==> src/rtl/shift_burst_gen.sv <==
`default_nettype none
// +----------------------------------------------------------------------------+
// | shift_burst_gen: framed burst of WIDTH shift-clock periods, then idle gap.   |
// | Revision: 1.0                                                              |
// +----------------------------------------------------------------------------+
module shift_burst_gen #(
  parameter int WIDTH = 150,
  parameter int DIV   = 4,
  parameter int FRAME = 600
) (
  input  logic clk_in,
  input  logic reset,
  input  logic start,
  input  logic mode_cont,
  input  logic abort,
  output logic shift_clk,
  output logic shift_en,
  output logic [((WIDTH > 1) ? $clog2(WIDTH) : 1)-1:0] bit_idx,
  output logic burst_active,
  output logic frame_done
);

  localparam int c_BW = (WIDTH > 1) ? $clog2(WIDTH) : 1;
  localparam int c_DW = $clog2(DIV);
  localparam int c_FW = (FRAME > 1) ? $clog2(FRAME) : 1;

  localparam logic [c_DW-1:0] c_DIV_LAST   = c_DW'(DIV - 1);
  localparam logic [c_DW-1:0] c_DIV_HALF   = c_DW'(DIV / 2);
  localparam logic [c_BW-1:0] c_BIT_LAST   = c_BW'(WIDTH - 1);
  localparam logic [c_FW-1:0] c_FRAME_LAST = c_FW'(FRAME - 1);

  localparam logic [1:0] c_IDLE  = 2'd0;
  localparam logic [1:0] c_BURST = 2'd1;
  localparam logic [1:0] c_GAP   = 2'd2;

  logic [1:0]      r_state;
  logic [c_DW-1:0] r_div;
  logic [c_FW-1:0] r_frame;
  logic [c_BW-1:0] r_bit;
  logic            r_shift_clk;

  logic [1:0]      w_state_nx;
  logic [c_DW-1:0] w_div_nx;
  logic [c_FW-1:0] w_frame_nx;
  logic [c_BW-1:0] w_bit_nx;
  logic            w_frame_end;
  logic            w_period_end;
  logic            w_burst_last;

  assign w_frame_end  = (r_frame == c_FRAME_LAST);
  assign w_period_end = (r_div == c_DIV_LAST);
  assign w_burst_last = w_period_end && (r_bit == c_BIT_LAST);

  // shift_clk is computed from the next-cycle counters so the register lines up
  // with div_cnt in the same cycle and drops immediately on abort/exit.
  always_ff @(posedge clk_in or negedge reset) begin
    if (!reset) begin
      r_state     <= c_IDLE;
      r_div       <= '0;
      r_frame     <= '0;
      r_bit       <= '0;
      r_shift_clk <= 1'b0;
    end else begin
      r_state     <= w_state_nx;
      r_div       <= w_div_nx;
      r_frame     <= w_frame_nx;
      r_bit       <= w_bit_nx;
      r_shift_clk <= (w_state_nx == c_BURST) && (w_div_nx >= c_DIV_HALF);
    end
  end

  // Counters default to 0 so every exit path (abort, frame end, IDLE) clears them.
  always_comb begin
    w_state_nx = r_state;
    w_div_nx   = '0;
    w_frame_nx = '0;
    w_bit_nx   = '0;
    if (abort) begin
      w_state_nx = c_IDLE;
    end else begin
      case (r_state)
        c_IDLE: begin
          if (start || mode_cont) w_state_nx = c_BURST;
        end
        c_BURST: begin
          if (w_frame_end) begin
            w_state_nx = mode_cont ? c_BURST : c_IDLE;
          end else begin
            w_frame_nx = r_frame + 1'b1;
            if (w_burst_last) begin
              w_state_nx = c_GAP;
            end else begin
              w_div_nx = w_period_end ? '0 : r_div + 1'b1;
              w_bit_nx = w_period_end ? r_bit + 1'b1 : r_bit;
            end
          end
        end
        c_GAP: begin
          if (w_frame_end) w_state_nx = mode_cont ? c_BURST : c_IDLE;
          else             w_frame_nx = r_frame + 1'b1;
        end
        default: w_state_nx = c_IDLE;
      endcase
    end
  end

  always_comb begin
    shift_en     = (r_state == c_BURST) && w_period_end;
    burst_active = (r_state == c_BURST);
    frame_done   = (r_state != c_IDLE) && w_frame_end;
    bit_idx      = r_bit;
    shift_clk    = r_shift_clk;
  end

endmodule
`default_nettype wire

==> config.mk <==
export PLATFORM = sky130hd
export DESIGN_NAME = shift_burst_gen
export DESIGN_NICKNAME = d
export VERILOG_FILES = /design/src/rtl/shift_burst_gen.sv
export SDC_FILE = /design/constraint.sdc
export NUM_CORES = 1
export LEC_CHECK = 0
export ABC_AREA = 1
export BUFFER_PORTS_ARGS = -buffer_cell sky130_fd_sc_hd__clkbuf_2
export CORE_MARGIN = 1
export CORE_UTILIZATION = 36
export DETAILED_ROUTE_END_ITERATION = 7
export SYNTH_ARGS = -nofsm -noshare
export SYNTH_HDL_FRONTEND = slang
export SYNTH_SLANG_ARGS = --single-unit
==> constraint.sdc <==
create_clock -name clk_in -period 3.33 [get_ports clk_in]
set_clock_uncertainty 0.1 [all_clocks]
set_input_delay 0.8325 -clock clk_in [delete_from_list [all_inputs] [get_ports clk_in]]
set_output_delay 0.8325 -clock clk_in [all_outputs]
set_load 0.005 [all_outputs]
# After elaboration in Yosys (flattened, before gate mapping)
# Index checks and enable logic that the tools add are counted.
dict set report word_totals {
  register_bits 23
  word_cells 44
}
dict set report op_classes {
  add_sub_neg 3
  n_lt_le_gt_ge 1
  eq_ne 7
  mux 20
  n_reduce_logical 8
}
# cell n
set op_table {}
lappend op_table {{$mux W8} 5}
lappend op_table {{$mux W10} 3}
lappend op_table {{$mux W2} 10}
lappend op_table {{$add A10 B1 Y10 const B} 1}
lappend op_table {{$eq A10 B10 Y1 const B} 1}
lappend op_table {{$add A8 B1 Y8 const B} 1}
lappend op_table {{$eq A8 B8 Y1 const B} 1}
lappend op_table {{$pmux W2 S3} 1}
lappend op_table {{$ne A5 B2 Y1 const B} 1}
lappend op_table {{$eq A2 B1 Y1 const B} 2}
lappend op_table {{$eq A2 B2 Y1 const B} 2}
lappend op_table {{$logic_and A1 B1 Y1} 4}
lappend op_table {{$add A2 B1 Y2 const B} 1}
lappend op_table {{$ge A2 B2 Y1 const B} 1}
lappend op_table {{$logic_not A2 Y1} 1}
lappend op_table {{$reduce_bool A2 Y1} 1}
lappend op_table {{$reduce_or A2 Y1} 1}
lappend op_table {{$logic_or A1 B1 Y1} 1}
lappend op_table {{$mux W1} 1}

# Depth between registers and ports, before layout
# Gate-level depths: netlist of run 1.
dict set report logic_depth {
  ltp_word 8
  ltp_mapped 11
  depth_no_buf 11
}

# Worst setup path after synthesis of run 1
# No wires, ideal clock.
dict set report synth_path {
  path_type {flip-flop to output port}
  start {register r_frame[0]}
  end {output frame_done}
  arrival_time_ns 0.947
  required_time_ns 2.398
  path_slack_ns 1.451
  stages_incl_launch_ff 6
  path_cell_list {dfrtp_1 > ha_1 > nand2_2 > inv_1 > nand3_1 > nor2_1}
}
dict set report synth_via {
  elab_chain_cells 2
}
# item line_no
set synth_rtl {}
lappend synth_rtl {{start: declaration} 38} ;# logic [c_FW-1:0] r_frame;
lappend synth_rtl {{start signal: assignment} 66} ;# r_frame <= w_frame_nx;
lappend synth_rtl {{$eq A10 B10 Y1} 50} ;# assign w_frame_end = (r_frame == c_FRAME_LAST);
lappend synth_rtl {{$logic_and A1 B1 Y1} 110} ;# frame_done = (r_state != c_IDLE) && w_frame_end;
lappend synth_rtl {{end: declaration} 20} ;# output logic frame_done
# Every way passes these cells.

# Final worst setup path of run 1
# Ends and elaborated chain as after synthesis.

==> impl_results.rst, run 1 <==
.. list-table::
   :header-rows: 1

   * - Metric
     - Value
   * - Run status
     - finished, final reports clean
   * - Residual DRC count
     - 0
   * - Clock net sink count
     - 23
   * - Power per standard cell area
     - 315 nW/um2
   * - Maximum net fanout on the critical path
     - 6
   * - Net count after synthesis
     - 197
   * - Hold Fails Final Rpt
     - 0
   * - Worst-case vdd ir drop
     - 0.163 mV
   * - Crit. End Element
     - output pin
   * - Terminating pin of the worst hold path
     - r_div[0]
   * - Slew of the pin with the lowest slew margin
     - 0.591 ns
   * - Maximum number of pins on one net before global-route repair
     - 24
   * - Placed instance area
     - 1540 um2
   * - Clk root buf
     - clkbuf_8
   * - Number of antenna cells inserted
     - 0
   * - Maximum frequency from static timing analysis
     - 420 MHz
   * - Yosys cell types
     - 24
   * - Number of antenna violations at the first check in global routing
     - 0
   * - Sw Ratio
     - 0.237
   * - Critical Path RT
     - 2.40 ns
   * - Synthesis-to-finish area growth
     - 12.4%
   * - Count of final max-slew check failures
     - 0
   * - Number of instances in the synthesized netlist
     - 184
   * - Iteration-0 DRC Markers
     - 51
   * - Final Wtd Congestion
     - 0.887
   * - Boundary pin count
     - 17
   * - Core area
     - 3720 um2
   * - Area share of the leading cell type in the synthesized netlist
     - 0.409
   * - Endpoint of the lowest-slack register-to-register path
     - bit_idx[1]
   * - Arrival @ worst endpoint
     - 1.45 ns
   * - Placement Rows
     - 22
   * - Most area-hungry cell type in the Yosys netlist
     - dfrtp_1
   * - Global-route wire length before repair
     - 4730 um
   * - Synthesized area per cell
     - 7.65 um2
   * - IO Port Bufs
     - 16
   * - Number of buffers inserted to repair setup after CTS
     - 0
   * - Leakage dissipation
     - 0.811 nW
   * - Die X-Extent
     - 64.5 um
   * - Count of placed standard cells in the final layout, fillers left out
     - 251
   * - Number of nets still failing antenna checks after routing
     - 0
   * - Effective utilization at floorplan
     - 0.379
   * - Clock slew seen by the registers of the worst setup and hold paths
     - 0.08 ns
   * - GR Util All Layers
     - 0.152
   * - # setup viols final
     - 0
   * - Commonest cells after routing, fill and taps aside
     - nand2_1, inv_1, nor2_1
   * - Part of the total power dissipated in combinational logic
     - 0.084
   * - Post-Syn Area
     - 1410 um2
   * - Hold Path Depth
     - 1
   * - Cell types occupying the most area after synthesis
     - dfrtp_1, nand2_1, inv_1
   * - Ys Warns
     - 0
   * - Setup CP Type
     - reg -> out
   * - RSZ-0062 raised after global routing
     - false
   * - Most frequently used flop master after synthesis
     - dfrtp_1
   * - Total overflow reported by the global router
     - 0
   * - Post-CTS Hold Fix Bufs
     - 0
   * - Full die area
     - 4160 um2
   * - Critical hold path startpoint
     - r_div[0]
   * - Vert. Die Dim
     - 64.5 um
   * - Max transition margin
     - 0.606
   * - Summed area of non-filler cells in the final layout
     - 1580 um2
   * - Minimum clock period
     - 2.38 ns
   * - Clock tree from TritonCTS
     - yes
   * - Critical Path Source Type
     - flop
   * - Critical register-to-register path startpoint
     - r_state[1]
   * - Post-cts sizing count
     - 0
   * - Clock share of power
     - 0.343
   * - Total instance count after detailed placement
     - 247
   * - Classification of the worst-slack hold path
     - reg -> reg
   * - Post-route fraction of the period consumed by the critical path
     - 0.715
   * - Layout cell share with drive strength beyond 1
     - 0.158
   * - First-pass detailed-route iteration total
     - 4
   * - Number of synthesized flops with an enable pin
     - 0
   * - TritonCTS buffer count
     - 3
   * - Average wire length per cell after detail routing
     - 10.8 um
   * - Sequential share of power
     - 0.574
   * - Proportion of synthesized chip area in sequential cells
     - 0.409
   * - Final setup TNS
     - 0 ns
   * - Leading cell type in the layout, fill and taps excluded
     - nand2_1
   * - Via count of the first global-routing pass
     - 1038
   * - Register-to-register path setup slack
     - 1.59 ns
   * - Number of synthesized register bits
     - 23
   * - Design internal power
     - 381 uW
   * - Total number of vias
     - 1164
   * - Clock Path Buffers
     - 2
   * - Post-synth ARST share
     - 1.00
   * - Number of H-tree levels
     - 1
   * - Number of inserted filler cells in the final layout
     - 396
   * - Post-detailed-placement half-perimeter wirelength
     - 2120 um
   * - Reg2Reg Depth
     - 8
   * - Clock network latency to the later pin of the worst-skew pair
     - 0.27 ns
   * - Net switching power
     - 118 uW
   * - Detail-routed via count per cell
     - 4.64
   * - Number of max-cap violations
     - 0
   * - Net total in the final layout
     - 217
   * - Total wire length
     - 2700 um
==> cell type report <==
class / count / area [um2] / share of cell area
multi-input combinational: 129 / 704 / 0.445
clock buffer: 4 / 45.0 / 0.0285
sequential: 23 / 576 / 0.364
tap: 48 / 60.1 / 0.0380
timing repair buffer: 16 / 80.1 / 0.0506
inverter: 31 / 116 / 0.0736
==> flip-flops by register name, indices dropped and copies added (netlist names) <==
signal,count
r_frame,10
bit_idx,8
r_div,2
r_state,2
shift_clk,1
==> cells in the mapped netlist (2+ instances only) <==
cell / number
nor3_1: 6
nor2_1: 28
o22ai_1: 2
ha_1: 8
nand2_1: 44
nor2_2: 4
dfrtp_1: 23
inv_1: 29
nand3_1: 12
nand3_2: 2
o21ai_0: 2
nand4_1: 5
inv_2: 2
xor2_1: 6
nand2_2: 2
==> worst max-delay path by stage <==
stage | start | end | slack (ns) | depth (start not counted)
5_1_grt | r_frame[0] | frame_done | 0.81 | 6
6_report | r_frame[0] | frame_done | 0.95 | 6
2_1_floorplan | r_frame[0] | frame_done | 1.45 | 5
3_5_place_dp | r_frame[0] | frame_done | 1.25 | 6
3_3_place_gp | r_frame[0] | frame_done | 1.30 | 6
4_1_cts | r_frame[0] | frame_done | 0.95 | 6
==> stage by stage <==
step	power, mW	util	setup WS [ns]	hold slack, ns
6_report	0.499	0.426	0.950	0.338
5_1_grt	0.533	0.426	0.811	0.372
3_3_place_gp	0.334	0.413	1.30	0.329
2_1_floorplan	0.319	-	1.45	0.309
3_5_place_dp	0.334	0.413	1.25	0.337
4_1_cts	0.509	0.426	0.945	0.344
==> cell families (layout without fill, tap and decap cells) <==
kind of cell,Yosys count,count (layout),share of synthesized area
adder cells (fa/ha/maj),8,8,0.0711
XOR/XNOR,6,6,0.0373
buffers and inverters,32,51,0.0907
flip-flops,23,23,0.409
AO/OA/AOI/OAI,6,6,0.0231
AND/OR/NAND/NOR,109,109,0.369
==> critical path, stage by stage (launching register included) <==
cell	delay [ns]
dfrtp_1	0.43
ha_1	0.24
nand2_2	0.09
inv_1	0.10
nand3_1	0.10
nor2_1	0.11
clkbuf_2	0.12
==> per-layer routing <==
metal | global-route usage | wire [um] | vias to the layer above
li1 | - | - | 614
met1 | 0.206 | 1350 | 516
met2 | 0.220 | 1150 | 30
met3 | 0.0423 | 149 | 4
met4 | 0.0750 | 48 | 0
met5 | 0 | 0 | -
==> power by group through the flow <==
stage	clock [mW]	combinational, mW	sequential, mW
3_3_place_gp	0	0.0425	0.292
5_1_grt	0.197	0.0486	0.287
3_5_place_dp	0	0.0423	0.292
6_report	0.171	0.0417	0.286
4_1_cts	0.180	0.0428	0.286
2_1_floorplan	0	0.0278	0.291
Power figures use the tool's default switching activity.
==> inputs of run 2 (changes only) <==
clock period = 2.3 ns   (was 3.33 ns; I/O delays follow)
==> impl_results.rst, run 2 (same netlist as run 1, synthesis figures left out) <==
.. list-table::
   :header-rows: 1

   * - Metric
     - Value
   * - Critical path origin
     - r_frame[0]
   * - Core area
     - 3720 um2
   * - Reg2Reg Depth
     - 8
   * - Number of max-cap violations
     - 0
   * - Largest reg by FF count
     - r_frame
   * - Design internal power
     - 550 uW
   * - Detail-routed via count per cell
     - 4.59
   * - Clock slew seen by the registers of the worst setup and hold paths
     - 0.09 ns
   * - Clock tree from TritonCTS
     - yes
   * - Classification of the worst-slack hold path
     - in -> async
   * - Leading cell type in the layout, fill and taps excluded
     - nand2_1
   * - Sequential share of power
     - 0.560
   * - Clock net sink count
     - 23
   * - IO Port Bufs
     - 16
   * - Flip-flop count of the largest register, all copies and words added
     - 10
   * - Sw Ratio
     - 0.257
   * - Synthesis-to-finish area growth
     - 12.6%
   * - Iteration-0 DRC Markers
     - 66
   * - Boundary pin count
     - 17
   * - Maximum number of pins on one net before global-route repair
     - 24
   * - Slew of the pin with the lowest slew margin
     - 0.569 ns
   * - Average wire length per cell after detail routing
     - 11.2 um
   * - Util after Layout
     - 0.427
   * - Total number of vias
     - 1151
   * - Full die area
     - 4160 um2
   * - Crit. End Element
     - output pin
   * - Slowest stage cell on the critical path
     - dfrtp_1
   * - Maximum net fanout on the critical path
     - 6
   * - Post-CTS Hold Fix Bufs
     - 0
   * - Post-cts sizing count
     - 0
   * - Run status
     - finished, final reports clean
   * - Cell count along the critical path
     - 6
   * - Number of antenna violations at the first check in global routing
     - 0
   * - Die X-Extent
     - 64.5 um
   * - Global-route wire length before repair
     - 4900 um
   * - Net switching power
     - 190 uW
   * - Worst-case vdd ir drop
     - 0.206 mV
   * - Number of nets still failing antenna checks after routing
     - 0
   * - Effective utilization at floorplan
     - 0.379
   * - Number of antenna cells inserted
     - 0
   * - Arrival @ worst endpoint
     - 1.44 ns
   * - GR Util All Layers
     - 0.154
   * - Placement Rows
     - 22
   * - Worst path max stage delay
     - 0.46 ns
   * - First-pass detailed-route iteration total
     - 4
   * - Via count of the first global-routing pass
     - 1072
   * - Critical register-to-register path startpoint
     - r_frame[0]
   * - Post-route fraction of the period consumed by the critical path
     - 0.921
   * - TritonCTS buffer count
     - 3
   * - Number of buffers inserted to repair setup after CTS
     - 0
   * - Residual DRC count
     - 0
   * - Total overflow reported by the global router
     - 0
   * - Clk root buf
     - clkbuf_8
   * - Clock share of power
     - 0.358
   * - Series of cell instances along the critical path
     - ha_1, nand2_2, inv_1, nand3_1, nor2_1, clkbuf_2
   * - Net total in the final layout
     - 217
   * - Post-detailed-placement half-perimeter wirelength
     - 2100 um
   * - Power per standard cell area
     - 467 nW/um2
   * - Leakage dissipation
     - 0.810 nW
   * - Cell family with most CP delay
     - flip-flops
   * - Part of the total power dissipated in combinational logic
     - 0.081
   * - Buffer and inverter count on the worst path
     - 2
   * - Count of final max-slew check failures
     - 0
   * - Commonest cells after routing, fill and taps aside
     - nand2_1, inv_1, nor2_1
   * - Hold Fails Final Rpt
     - 0
   * - Number of H-tree levels
     - 1
   * - Endpoint of the lowest-slack register-to-register path
     - bit_idx[7]
   * - RSZ-0062 raised after global routing
     - false
   * - Vert. Die Dim
     - 64.5 um
   * - Register-to-register path setup slack
     - 0.51 ns
   * - Layout cell share with drive strength beyond 1
     - 0.163
   * - Clock Path Buffers
     - 2
   * - Endpoint of the most critical setup path
     - frame_done
   * - Critical Path RT
     - 1.62 ns
   * - Total wire length
     - 2810 um
   * - Max transition margin
     - 0.620
   * - Setup CP Type
     - reg -> out
   * - Final setup TNS
     - 0 ns
   * - # setup viols final
     - 0
   * - Clock network latency to the later pin of the worst-skew pair
     - 0.27 ns
   * - Maximum frequency from static timing analysis
     - 472 MHz
   * - Minimum clock period
     - 2.12 ns
   * - Final Wtd Congestion
     - 0.900
   * - Critical Path Source Type
     - flop
[run 2: worst min-delay path by stage]
stage,startpoint,endpoint,cells after the start,slack (ns)
3_3_place_gp,r_div[0],r_div[0],1,0.33
5_1_grt,reset,r_frame[3],1,0.23
4_1_cts,reset,r_frame[3],1,0.21
2_1_floorplan,reset,bit_idx[0],0,0.18
3_5_place_dp,r_div[0],r_div[0],1,0.33
6_report,reset,r_frame[3],1,0.18
[run 2: layout make-up]
cell class | count | area, um2
Multi-Input combinational cell | 129 | 704
Tap cell | 48 | 60.1
Clock buffer | 3 | 41.3
Sequential cell | 23 | 576
Timing Repair Buffer | 16 | 80.1
Clock inverter | 1 | 7.51
Fill cell | 397 | 2130
Inverter | 31 | 116
[run 2: power by group through the flow]
stage	combinational (mW)	clock, mW	sequential [mW]
2_1_floorplan	0.0402	0	0.421
3_3_place_gp	0.0613	0	0.422
3_5_place_dp	0.0613	0	0.423
4_1_cts	0.0619	0.272	0.415
5_1_grt	0.0703	0.288	0.416
6_report	0.0602	0.265	0.415
[run 2: per-stage QoR]
step / std cells / area, um2 / setup slack [ns] / hold slack [ns] / power (mW)
floorplan: 184 / 1410 / 0.678 / 0.179 / 0.462
global route: 251 / 1590 / 0.0580 / 0.229 / 0.774
detailed placement: 247 / 1540 / 0.486 / 0.332 / 0.484
CTS: 251 / 1590 / 0.178 / 0.211 / 0.749
finish: 251 / 1590 / 0.182 / 0.177 / 0.740
global placement: 247 / 1540 / 0.544 / 0.328 / 0.483
[run 2: routing by layer]
metal / part of all wire / global-route usage / up-vias
met5: 0 / 0 / -
met4: 0.021 / 0.0750 / 0
met3: 0.029 / 0.0176 / 4
met2: 0.42 / 0.239 / 29
met1: 0.52 / 0.212 / 505
li1: - / - / 613
[run 2: worst reg2reg max path: stages, from the launching register on]
cell      delay (ns)
dfrtp_1         0.46
ha_1            0.24
nand2_2         0.09
nor2_2          0.20
nand3_4         0.15
nand3b_4        0.19
nand2_1         0.10
nor2_1          0.10
nor2_1          0.05
==> inputs of run 3 (changes only) <==
PLACE_DENSITY_LB_ADDON = 0.12   (was default)
==> impl_results.rst, run 3 (same netlist as run 1, synthesis figures left out) <==
.. list-table::
   :header-rows: 1

   * - Metric
     - Value
   * - Series of cell instances along the critical path
     - ha_1, nand2_2, inv_1, nand3_1, nor2_1, clkbuf_2
   * - Max transition margin
     - 0.596
   * - Largest reg by FF count
     - r_frame
   * - Worst path max stage delay
     - 0.44 ns
   * - Detail-routed via count per cell
     - 4.75
   * - Boundary pin count
     - 17
   * - Average wire length per cell after detail routing
     - 11.1 um
   * - Layout cell share with drive strength beyond 1
     - 0.158
   * - Vert. Die Dim
     - 64.5 um
   * - RSZ-0062 raised after global routing
     - false
   * - Post-CTS Hold Fix Bufs
     - 0
   * - Arrival @ worst endpoint
     - 1.44 ns
   * - Critical Path Source Type
     - flop
   * - Placement Rows
     - 22
   * - Total overflow reported by the global router
     - 0
   * - Post-route fraction of the period consumed by the critical path
     - 0.921
   * - Full die area
     - 4160 um2
   * - Setup CP Type
     - reg -> out
   * - Effective utilization at floorplan
     - 0.379
   * - Net total in the final layout
     - 217
   * - Iteration-0 DRC Markers
     - 58
   * - Total number of vias
     - 1192
   * - Clk root buf
     - clkbuf_8
   * - Number of antenna cells inserted
     - 0
   * - Die X-Extent
     - 64.5 um
   * - Clock net sink count
     - 23
   * - Clock tree from TritonCTS
     - yes
   * - Pre-CTS worst setup slack
     - 0.480 ns
   * - # setup viols final
     - 0
   * - First-pass detailed-route iteration total
     - 4
   * - Slowest stage cell on the critical path
     - dfrtp_1
   * - Total wire length
     - 2800 um
   * - Maximum net fanout on the critical path
     - 6
   * - Minimum clock period
     - 2.12 ns
   * - Number of nets still failing antenna checks after routing
     - 0
   * - Worst-case vdd ir drop
     - 0.191 mV
   * - Maximum number of pins on one net before global-route repair
     - 24
   * - Leakage dissipation
     - 0.811 nW
   * - Power per standard cell area
     - 457 nW/um2
   * - Via count of the first global-routing pass
     - 1189
   * - Final Wtd Congestion
     - 0.905
   * - Number of max-cap violations
     - 0
   * - Number of buffers inserted to repair setup after CTS
     - 0
   * - Highest metal used
     - met4
   * - Classification of the worst-slack hold path
     - in -> async
   * - Number of antenna violations at the first check in global routing
     - 0
   * - Routed length on met2
     - 1410 um
   * - Post-detailed-placement half-perimeter wirelength
     - 2160 um
   * - Flip-flop count of the largest register, all copies and words added
     - 10
   * - Clock network latency to the later pin of the worst-skew pair
     - 0.26 ns
   * - Met3 Routed Length
     - 73 um
   * - Clock slew seen by the registers of the worst setup and hold paths
     - 0.08 ns
   * - Maximum frequency from static timing analysis
     - 472 MHz
   * - Run status
     - finished, final reports clean
   * - Final worst-path setup slack
     - 0.182 ns
   * - Critical Path RT
     - 1.62 ns
   * - TritonCTS buffer count
     - 3
   * - Hold Fails Final Rpt
     - 0
   * - Count of final max-slew check failures
     - 0
   * - Post-cts sizing count
     - 0
   * - Crit. End Element
     - output pin
   * - Residual DRC count
     - 0
   * - Number of H-tree levels
     - 1
   * - Slew of the pin with the lowest slew margin
     - 0.605 ns
   * - Clock Path Buffers
     - 2
   * - Number of inserted filler cells in the final layout
     - 398
   * - Core area
     - 3720 um2
   * - Global-route wire length before repair
     - 4960 um
   * - GR Util All Layers
     - 0.154
   * - IO Port Bufs
     - 16
   * - Leading cell type in the layout, fill and taps excluded
     - nand2_1
   * - Commonest cells after routing, fill and taps aside
     - nand2_1, inv_1, nor2_1
   * - Synthesis-to-finish area growth
     - 12.4%
   * - Final setup TNS
     - 0 ns
   * - Met1 Routed Length
     - 1260 um
-- run 3: cell type report --
cell class	count	area, um2	share of cell area
multi-input cells	129	704	0.445
flip-flops and latches	23	576	0.364
inverters	31	116	0.0736
repair buffers	16	80.1	0.0506
well taps	48	60.1	0.0380
clock buffers	4	45.0	0.0285
-- run 3: worst max-delay path: cells and delay by family (launching register included) --
kind	cells	cell delay [ns]
buf+inv	2	0.23
flops	1	0.44
simple gates	3	0.28
fa+ha+maj	1	0.24
-- run 3: path summary, 6_finish.rpt --
check	cells after the start	startpoint	slack, ns	endpoint
max reg2reg	8	r_frame[0]	0.58	bit_idx[7]
min	1	reset	0.20	bit_idx[2]
max	6	r_frame[0]	0.18	frame_done
max in group asynchronous	1	reset	1.49	r_frame[1]
min in group clk_in	1	r_div[0]	0.35	r_div[0]
min reg2reg	1	r_div[0]	0.35	r_div[0]
-- run 3: power by group --
group,leakage [nW],switching [mW],total (mW),internal (mW)
sequential,0.319,0.00526,0.414,0.409
clock,0.0228,0.125,0.248,0.124
combinational,0.470,0.0419,0.0604,0.0185
total,0.811,0.172,0.723,0.551
-- run 3: stage by stage --
stage / total power [mW] / util / hold slack [ns] / instance area, um2 / std cells
floorplan: 0.462 / - / 0.179 / 1410 / 184
finish: 0.723 / 0.426 / 0.203 / 1580 / 251
global placement: 0.483 / 0.413 / 0.325 / 1540 / 247
detailed placement: 0.485 / 0.413 / 0.346 / 1540 / 247
CTS: 0.739 / 0.426 / 0.232 / 1580 / 251
global route: 0.762 / 0.426 / 0.259 / 1580 / 251
-- run 3: layer usage --
layer  vias to the layer above  GRT usage
li1                        614          -
met1                       551      0.178
met2                        20      0.278
met3                         7     0.0264
met4                         0     0.0667
met5                         -          0
